**src/rtl/razzle_scheduler_if.sv**
```systemverilog
// Frame-control bundle between the VGA timing side and the razzle scheduler.
// The master side drives sync and user requests; the slave side returns
// pattern selection, dither and blanking controls.
interface razzle_scheduler_if;
  logic        VGA_V_SYNC;
  logic        stop;
  logic        next;
  logic        auto_en;
  logic [1:0]  pattern_sel;
  logic [15:0] dither;
  logic        blank;
  logic        frame_tick;
  logic [1:0]  state;

  modport master (
    output VGA_V_SYNC, stop, next, auto_en,
    input  pattern_sel, dither, blank, frame_tick, state
  );

  modport slave (
    input  VGA_V_SYNC, stop, next, auto_en,
    output pattern_sel, dither, blank, frame_tick, state
  );
endinterface

```
**src/rtl/razzle_scheduler.sv**
```systemverilog
// Frame-level controller for the razzle pattern path: synchronises vsync into
// a one-cycle frame tick, owns the dither offset and rotates patterns with
// blank frames in between, on a dwell timer or on a user "next" request.
//
// state | meaning
// ------+-----------------------------------------------------------
// SHOW  | pattern displayed; dither and dwell advance each frame
// PAUSE | stop requested; dither and dwell frozen
// BLANK | display forced black between patterns; dither frozen
module razzle_scheduler #(
  parameter logic [15:0] DWELL_FRAMES = 16'd300,
  parameter logic [3:0]  BLANK_FRAMES = 4'd2,
  parameter logic [2:0]  NUM_PATTERNS = 3'd4,
  parameter logic [15:0] DITHER_STEP  = 16'd1
) (
  input logic               iCLK,
  input logic               iRST,
  razzle_scheduler_if.slave bus
);

  localparam logic [1:0]  ST_SHOW    = 2'b00;
  localparam logic [1:0]  ST_PAUSE   = 2'b01;
  localparam logic [1:0]  ST_BLANK   = 2'b10;
  localparam logic [15:0] DWELL_LAST = DWELL_FRAMES - 16'd1;
  localparam logic [3:0]  BLANK_LAST = BLANK_FRAMES - 4'd1;
  localparam logic [2:0]  PAT_LAST   = NUM_PATTERNS - 3'd1;

  logic        s1, s2, s3;
  logic        frame_tick;
  logic [1:0]  state;
  logic [1:0]  pattern_sel;
  logic [15:0] dither;
  logic [15:0] dwell_cnt;
  logic [3:0]  blank_cnt;
  logic        blank;
  logic        next_pending;
  logic        rotate;
  logic        consume;

  // A pulse arriving on the tick itself counts as already pending.
  assign rotate  = next_pending | bus.next |
                   (bus.auto_en & (dwell_cnt == DWELL_LAST));
  // Pending request is used up exactly when SHOW hands over to BLANK.
  assign consume = frame_tick & (state == ST_SHOW) & ~bus.stop & rotate;

  // Two-flop synchroniser plus history flop; registered rising-edge tick.
  always_ff @(posedge iCLK or posedge iRST) begin
    if (iRST) begin
      s1         <= 1'b0;
      s2         <= 1'b0;
      s3         <= 1'b0;
      frame_tick <= 1'b0;
    end else begin
      s1         <= bus.VGA_V_SYNC;
      s2         <= s1;
      s3         <= s2;
      frame_tick <= s2 & ~s3;
    end
  end

  // Sticky next request; repeated pulses collapse into one advance.
  always_ff @(posedge iCLK or posedge iRST) begin
    if (iRST)          next_pending <= 1'b0;
    else if (consume)  next_pending <= 1'b0;
    else if (bus.next) next_pending <= 1'b1;
  end

  // Frame-rate sequencing: all state and counters move only on frame_tick.
  always_ff @(posedge iCLK or posedge iRST) begin
    if (iRST) begin
      state       <= ST_SHOW;
      pattern_sel <= 2'd0;
      dither      <= 16'd0;
      dwell_cnt   <= 16'd0;
      blank_cnt   <= 4'd0;
      blank       <= 1'b0;
    end else if (frame_tick) begin
      case (state)
        ST_SHOW: begin
          if (bus.stop) begin
            state <= ST_PAUSE;
          end else if (rotate) begin
            state     <= ST_BLANK;
            blank     <= 1'b1;
            blank_cnt <= 4'd0;
          end else begin
            dither <= dither + DITHER_STEP;
            // Saturate so a disabled timer cannot run past the trigger value.
            if (dwell_cnt != DWELL_LAST) dwell_cnt <= dwell_cnt + 16'd1;
          end
        end
        ST_PAUSE: begin
          if (!bus.stop) state <= ST_SHOW;
        end
        ST_BLANK: begin
          // stop is deliberately ignored so a blank sequence always finishes.
          if (blank_cnt == BLANK_LAST) begin
            pattern_sel <= ({1'b0, pattern_sel} == PAT_LAST) ? 2'd0
                                                              : pattern_sel + 2'd1;
            dwell_cnt   <= 16'd0;
            blank       <= 1'b0;
            state       <= ST_SHOW;
          end else begin
            blank_cnt <= blank_cnt + 4'd1;
          end
        end
        default: begin
          state <= ST_SHOW;
          blank <= 1'b0;
        end
      endcase
    end
  end

  assign bus.pattern_sel = pattern_sel;
  assign bus.dither      = dither;
  assign bus.blank       = blank;
  assign bus.frame_tick  = frame_tick;
  assign bus.state       = state;

endmodule
```
**src/flat_wrapper.sv**
```systemverilog
// flat-port wrapper written by rule: the top's interface ports become plain ports
module razzle_scheduler_flat 
#(
  parameter logic [15:0] DWELL_FRAMES = 16'd300,
  parameter logic [3:0]  BLANK_FRAMES = 4'd2,
  parameter logic [2:0]  NUM_PATTERNS = 3'd4,
  parameter logic [15:0] DITHER_STEP  = 16'd1
)
  (iCLK, iRST, bus_VGA_V_SYNC, bus_stop, bus_next, bus_auto_en, bus_pattern_sel, bus_dither, bus_blank, bus_frame_tick, bus_state);
  razzle_scheduler_if bus_i ();
  input logic iCLK;
  input logic iRST;
  input wire logic [$bits(bus_i.VGA_V_SYNC)-1:0] bus_VGA_V_SYNC;
  input wire logic [$bits(bus_i.stop)-1:0] bus_stop;
  input wire logic [$bits(bus_i.next)-1:0] bus_next;
  input wire logic [$bits(bus_i.auto_en)-1:0] bus_auto_en;
  output wire logic [$bits(bus_i.pattern_sel)-1:0] bus_pattern_sel;
  output wire logic [$bits(bus_i.dither)-1:0] bus_dither;
  output wire logic [$bits(bus_i.blank)-1:0] bus_blank;
  output wire logic [$bits(bus_i.frame_tick)-1:0] bus_frame_tick;
  output wire logic [$bits(bus_i.state)-1:0] bus_state;
  assign bus_i.VGA_V_SYNC = bus_VGA_V_SYNC;
  assign bus_i.stop = bus_stop;
  assign bus_i.next = bus_next;
  assign bus_i.auto_en = bus_auto_en;
  assign bus_pattern_sel = bus_i.pattern_sel;
  assign bus_dither = bus_i.dither;
  assign bus_blank = bus_i.blank;
  assign bus_frame_tick = bus_i.frame_tick;
  assign bus_state = bus_i.state;
  razzle_scheduler #(.DWELL_FRAMES(DWELL_FRAMES), .BLANK_FRAMES(BLANK_FRAMES), .NUM_PATTERNS(NUM_PATTERNS), .DITHER_STEP(DITHER_STEP)) u_core (.iCLK(iCLK), .iRST(iRST), .bus(bus_i));
endmodule
```
**config.mk**
```make
export PLATFORM = sky130hd
export DESIGN_NAME = razzle_scheduler_flat
export DESIGN_NICKNAME = d
export VERILOG_FILES = /design/src/rtl/razzle_scheduler_if.sv /design/src/rtl/razzle_scheduler.sv /design/src/flat_wrapper.sv
export SDC_FILE = /design/constraint.sdc
export NUM_CORES = 1
export LEC_CHECK = 0
export BUFFER_PORTS_ARGS = -buffer_cell sky130_fd_sc_hd__buf_4
export CORE_UTILIZATION = 52
export CTS_CLUSTER_DIAMETER = 60
export DETAILED_ROUTE_END_ITERATION = 10
export PLACE_DENSITY = 0.71
export SLEW_MARGIN = 20
export SYNTH_ARGS = -nofsm -noshare
export SYNTH_HDL_FRONTEND = slang
export SYNTH_SLANG_ARGS = --single-unit
```
**constraint.sdc**
```tcl
create_clock -name iCLK -period 2 [get_ports iCLK]
set_input_delay 0.3 -clock iCLK [delete_from_list [all_inputs] [get_ports iCLK]]
set_output_delay 0.3 -clock iCLK [all_outputs]
set_load 0.005 [all_outputs]
```
Yosys cells after proc, flatten, opt, wreduce, memory -nomap -nowiden. Cells that the tools add are included.

Add/sub/neg operators: 4. Muxes and demuxes: 21. Eq/ne operators: 14. Reductions and logical operators: 9. Bitwise gates (word level): 11.

Operators with widths (count): 16-bit 2-to-1 mux (4); 16-bit by 1-bit adder with 16-bit output (second input constant) (2); 16-bit case mux with 2 select lines (1); 16-bit by 9-bit equality test with 1-bit output (second input constant) (1); 16-bit by 9-bit inequality test with 1-bit output (second input constant) (1); 4-bit 2-to-1 mux (3); 2-bit 2-to-1 mux (5); 2-bit inequality test (second input constant) (5); 5-bit AND reduction (2); 4-bit case mux with 2 select lines (1); 4-bit AND reduction (2); 2-bit case mux with 3 select lines (1); 6-bit AND reduction (1); 1-bit AND (5); 1-bit 2-to-1 mux (5); 4-bit by 1-bit adder with 4-bit output (second input constant) (1); 2-bit equality test (second input constant) (2); 4-bit by 1-bit equality test with 1-bit output (second input constant) (1); 2-bit by 1-bit inequality test with 1-bit output (second input constant) (2); 1-bit NOT (4); 2-bit nonzero test (2); 3-bit by 2-bit inequality test with 1-bit output (second input constant) (1); 1-bit case mux with 3 select lines (1); 3-bit AND reduction (1); other kinds (4) (5).

Bits of input ports: 6. Word-level logic and storage cells: 70. Register bits: 46. Output and inout port bits: 22.

Longest topological paths before layout.
Depth after elaboration: 6. Mapped depth: 8. Gate-level depth less buffers: 7.

Least setup slack after synthesis. OpenSTA, ideal clock, no wires.

Path kind: register -> register. Start point: register u_core.dwell_cnt[0]. End point: register u_core.dwell_cnt[6]. Path buffers: 1. Cell stages (with the launch flop): 8. Period minus slack after synthesis: 2145 ps. Slack: -145 ps. Library setup time: 137 ps. Arrival time: 2008 ps. Required time: 1863 ps. Cells stage by stage: dfrtp_1 > ha_1 > or4b_1 > nor4_4 > o21a_4 > buf_8 > or3_1 > a21oi_2.

Cells in the longest elaborated chain, start to end: 5. Elaborated cells on any way between the ends: 12. Those cells by class: 1 x add/sub; 4 x eq/ne; 4 x mux; 2 x bitwise; 1 x reduce/logical.

Ends and longest elaborated chain: start: declaration (line razzle_scheduler.sv:33) `logic [15:0] dwell_cnt;`; start signal: assignment (line razzle_scheduler.sv:89) `if (dwell_cnt != DWELL_LAST) dwell_cnt <= dwell_cnt + 16'd1;`; 16-bit by 1-bit adder with 16-bit output / 16-bit by 9-bit equality test with 1-bit output (equally long branches) (line razzle_scheduler.sv:89, razzle_scheduler.sv:42); 16-bit 2-to-1 mux / 1-bit AND (equally long branches) (line razzle_scheduler.sv:89, razzle_scheduler.sv:42); 16-bit 2-to-1 mux / 1-bit OR (equally long branches) (line razzle_scheduler.sv:82, razzle_scheduler.sv:41); 16-bit 2-to-1 mux / 2-bit inequality test (equally long branches); 16-bit case mux with 2 select lines / 6-bit AND reduction (equally long branches).

Parallel ways exist; a longest one is shown, timed or not. The select of a mux whose other input is x is not followed. A chain may end at the register's enable or synchronous reset.

Worst setup path in the final report.
Start point: register u_core.dwell_cnt[0]. End point: register u_core.dither[1], in the netlist u_core.bus.dither[1].

Cells in the longest elaborated chain, start to end: 5.

Ends and longest elaborated chain: 16-bit by 9-bit equality test with 1-bit output (line razzle_scheduler.sv:42) `(bus.auto_en & (dwell_cnt == DWELL_LAST));`; 1-bit AND (line razzle_scheduler.sv:42); 1-bit OR (line razzle_scheduler.sv:41) `assign rotate = next_pending | bus.next |`; 1-bit NOT (no line); 4-bit AND reduction (no line); end signal: assignment (line razzle_scheduler.sv:87) `dither <= dither + DITHER_STEP;`; end: declaration (line razzle_scheduler.sv:32) `logic [15:0] dither;`.

No other way between the ends.

==> results.yml <==
die:
  design.portCount: 28
  rows: 23
  die_w_microns: 68.92
  initial_core_util: 0.5619
  die_area_sq_mm: 0.004749
  core-area_sq_mm: 0.004144
  fp.dieH_microns: 68.92
placed_design:
  hpwl_mm: 3.595
  globalplace.congestion: 0.8453
  port_buffers: 27
  dpl_cell_area_sq_mm: 0.002775
cts:
  clk_path_buf_depth: 2
  clk_pin_slew_ns: 0.09
  hold_buffers: 0
  h-tree-depth: 2
  cts_tree: "done"
  cts_sinks: 46
  clock_latency_ns: 0.30
  cts_buffers: 5
  cts-root-buf: "clkbuf_8"
detailed_routing:
  routed_via_density: 5.727
  dr.first_iter.drc_count: 130
  vias: 1890
  route.detailed.drc: 0
  wl_mm: 5.224
  ant_nets: 0
  drt-pass1-iter-count: 4
  routedWlPerCell_microns: 15.83
critical_path:
  cp_slowest_stage_delay_ns: 0.50
  crit_slowest_cell: "or4b_4"
  crit_type: "reg -> reg"
  cp-start-kind: "flip-flop"
  crit_chain: "ha_2 > or4b_4 > nor4_4 > buf_4 > nor3_4 > nand2_2 > mux2_4"
  cp_max_fo: 7
  timing.rr.start: "u_core.dwell_cnt[0]$_DFFE_PP0P_"
  cp-end-kind: "flip-flop"
  worstPathArrival_ns: 2.26
  r2r_setup_slack_ns: -0.06
  rr_worst_depth: 7
  worst_ep_required_time_ns: 2.20
  worstReg2RegEnd: "u_core.bus.dither[1]$_DFFE_PP0P_"
outcome:
  status: "finished with violations"
  violations: "setup timing"
synthesis:
  postSynth.topFlopCell: "dfrtp_1"
  yosys_warnings: 0
  ys_seq_area_frac: 0.4944
  avgSynthCellArea_sq_um: 10.58
  yosysTopAreaCell: "dfrtp_1"
  synthArstFlopShare: 1.000
  synth_edf_count: 0
  ys_top_cells_by_area: "dfrtp_1 49%, xnor2_1 8.3%, nand2_1 3.7%"
  synth_cells: 220
  yosys_register_bits: 46
  synth_top_cell_area_share: 0.4944
  synth_fp_nets: 231
  syn-cell-area_sq_mm: 0.002328
  yosysUniqueCellTypes: 50
power_and_ir_drop:
  cellPowerDensity_mw_per_mm2: 790.7
  leakage_nw: 1.340
  p_total_mw: 2.357
  ir_worst_vdd_v: 0.0005071
layout:
  diodes: 0
  final_cell_mix: "56 x buf_4, 46 x dfrtp_1, 22 x nand2_1, 22 x xnor2_1, 13 x nor2_1"
  final_common_cell: "buf_4"
  drive_gt1_frac: 0.3464
  fillers: 308
  nets: 290
  final_util: 0.7192
  design_area_sq_mm: 0.002980
  syn_to_final_growth_pct: 28.00
grt:
  grt_pass1_wl_mm: 8.224
  grt_max_degree: 27
  grtUsageTotal: 0.2392
  grt_pass1_vias: 1782
  grt.overflow.total: 0
  antenna_found_initial: 0
sta:
  fmax_mhz: 485.0
  report.final.setup_viol: 1
  rsz0062_at_grt: "yes"
  hold_ws_ns: 0.01128
  finalMaxSlewViolations: 0
  setup_slack_ns: -0.06188
  skew_ns: 0.01346
  period_share: 1.031
  max-slew-margin-rel: 0.6882
  post-route-min-period_ns: 2.062
  hold_viol_final: 0
  worst_slew_pin_slew_ns: 0.4670
min_path:
  holdCritPathClass: "in -> async"
flow_run:
  cap_violations: 0
-- cell families after synthesis --
family	share of synthesized area
compound gates	0.09619
xor+xnor	0.08651
fa+ha+maj	0.02687
buf+inv	0.03063
flops	0.4944
mux	0.01397
simple gates	0.2515
-- per-layer routing --
layer,vias to the layer above,GRT usage,part of all wire
li1,912,-,-
met5,-,0,0
met3,8,0.03454,0.052
met2,56,0.3750,0.47
met1,914,0.3337,0.46
met4,0,0.09184,0.016
-- state kept, by name, indices dropped and copies added, names as in the netlist --
| signal | count |
|---|---|
| u_core.dwell_cnt | 16 |
| u_core.bus.dither | 16 |
| u_core.s2 | 1 |
| u_core.blank_cnt | 4 |
| u_core.bus.blank | 1 |
| u_core.bus.frame_tick | 1 |
| u_core.bus.pattern_sel | 2 |
| u_core.next_pending | 1 |
| u_core.bus.state | 2 |
| u_core.s3 | 1 |
| u_core.s1 | 1 |
-- synth_stat cells, drive strengths merged (2+ instances only) --
| cell type | count |
|---|---|
| a21oi | 4 |
| a31oi | 3 |
| and2 | 2 |
| and3 | 4 |
| and4 | 3 |
| buf | 6 |
| dfrtp | 46 |
| ha | 5 |
| inv | 7 |
| mux2 | 2 |
| nand2 | 24 |
| nand3 | 12 |
| nand4 | 8 |
| nor2 | 13 |
| nor2b | 3 |
| nor3 | 5 |
| nor3b | 2 |
| nor4 | 8 |
| o21ai | 15 |
| o31ai | 3 |
| or3 | 3 |
| or4b | 3 |
| xnor2 | 22 |
-- critical path, delay by kind of cell (launching register included) --
kind	cells	cell delay [ns]
mux	1	0.29
fa+ha+maj	1	0.21
simple gates	4	0.88
flops	1	0.40
buf+inv	1	0.18
-- cell type report --
type / instances / area, sq um / share of cell area
clock buffers: 6 / 72.57 / 0.02435
clock inverters: 2 / 13.76 / 0.004618
inverters: 7 / 26.28 / 0.008816
multi-input cells: 161 / 1202 / 0.4034
flip-flops and latches: 46 / 1151 / 0.3862
well taps: 50 / 62.56 / 0.02099
repair buffers: 58 / 451.7 / 0.1516
-- worst max path at each step --
stage | to | from | depth (start not counted) | slack [ns]
2_1_floorplan | u_core.dwell_cnt[6]$_DFFE_PP0P_ | u_core.dwell_cnt[4]$_DFFE_PP0P_ | 6 | -0.05
3_3_place_gp | u_core.bus.dither[1]$_DFFE_PP0P_ | u_core.dwell_cnt[11]$_DFFE_PP0P_ | 5 | -0.02
3_5_place_dp | u_core.bus.dither[1]$_DFFE_PP0P_ | u_core.dwell_cnt[11]$_DFFE_PP0P_ | 5 | -0.07
4_1_cts | u_core.bus.dither[1]$_DFFE_PP0P_ | u_core.dwell_cnt[0]$_DFFE_PP0P_ | 7 | -0.02
5_1_grt | u_core.bus.dither[1]$_DFFE_PP0P_ | u_core.dwell_cnt[0]$_DFFE_PP0P_ | 7 | -0.12
6_report | u_core.bus.dither[1]$_DFFE_PP0P_ | u_core.dwell_cnt[0]$_DFFE_PP0P_ | 7 | -0.06
-- metrics by stage --
step / TNS, ns / worst slack, ns / cells
finish: -0.06188 / -0.06188 / 330
global route: -0.4451 / -0.1212 / 330
CTS: -0.02332 / -0.02332 / 324
detailed placement: -0.1238 / -0.06888 / 315
global placement: -0.02324 / -0.02324 / 315
floorplan: -0.04596 / -0.04596 / 220
-- what timing repair did --
item,in CTS,in global routing
endpoints found under the setup margin,8,27
buffers inserted,1,5
cloned,0,1
gates resized for setup,3,11
pin swaps,4,12
-- report_power, final --
group / switching [mW] / internal [mW]
clock network: 0.314 / 0.247
registers: 0.118 / 1.05
logic: 0.310 / 0.314
No activity file was read; power rests on OpenSTA's default activity.
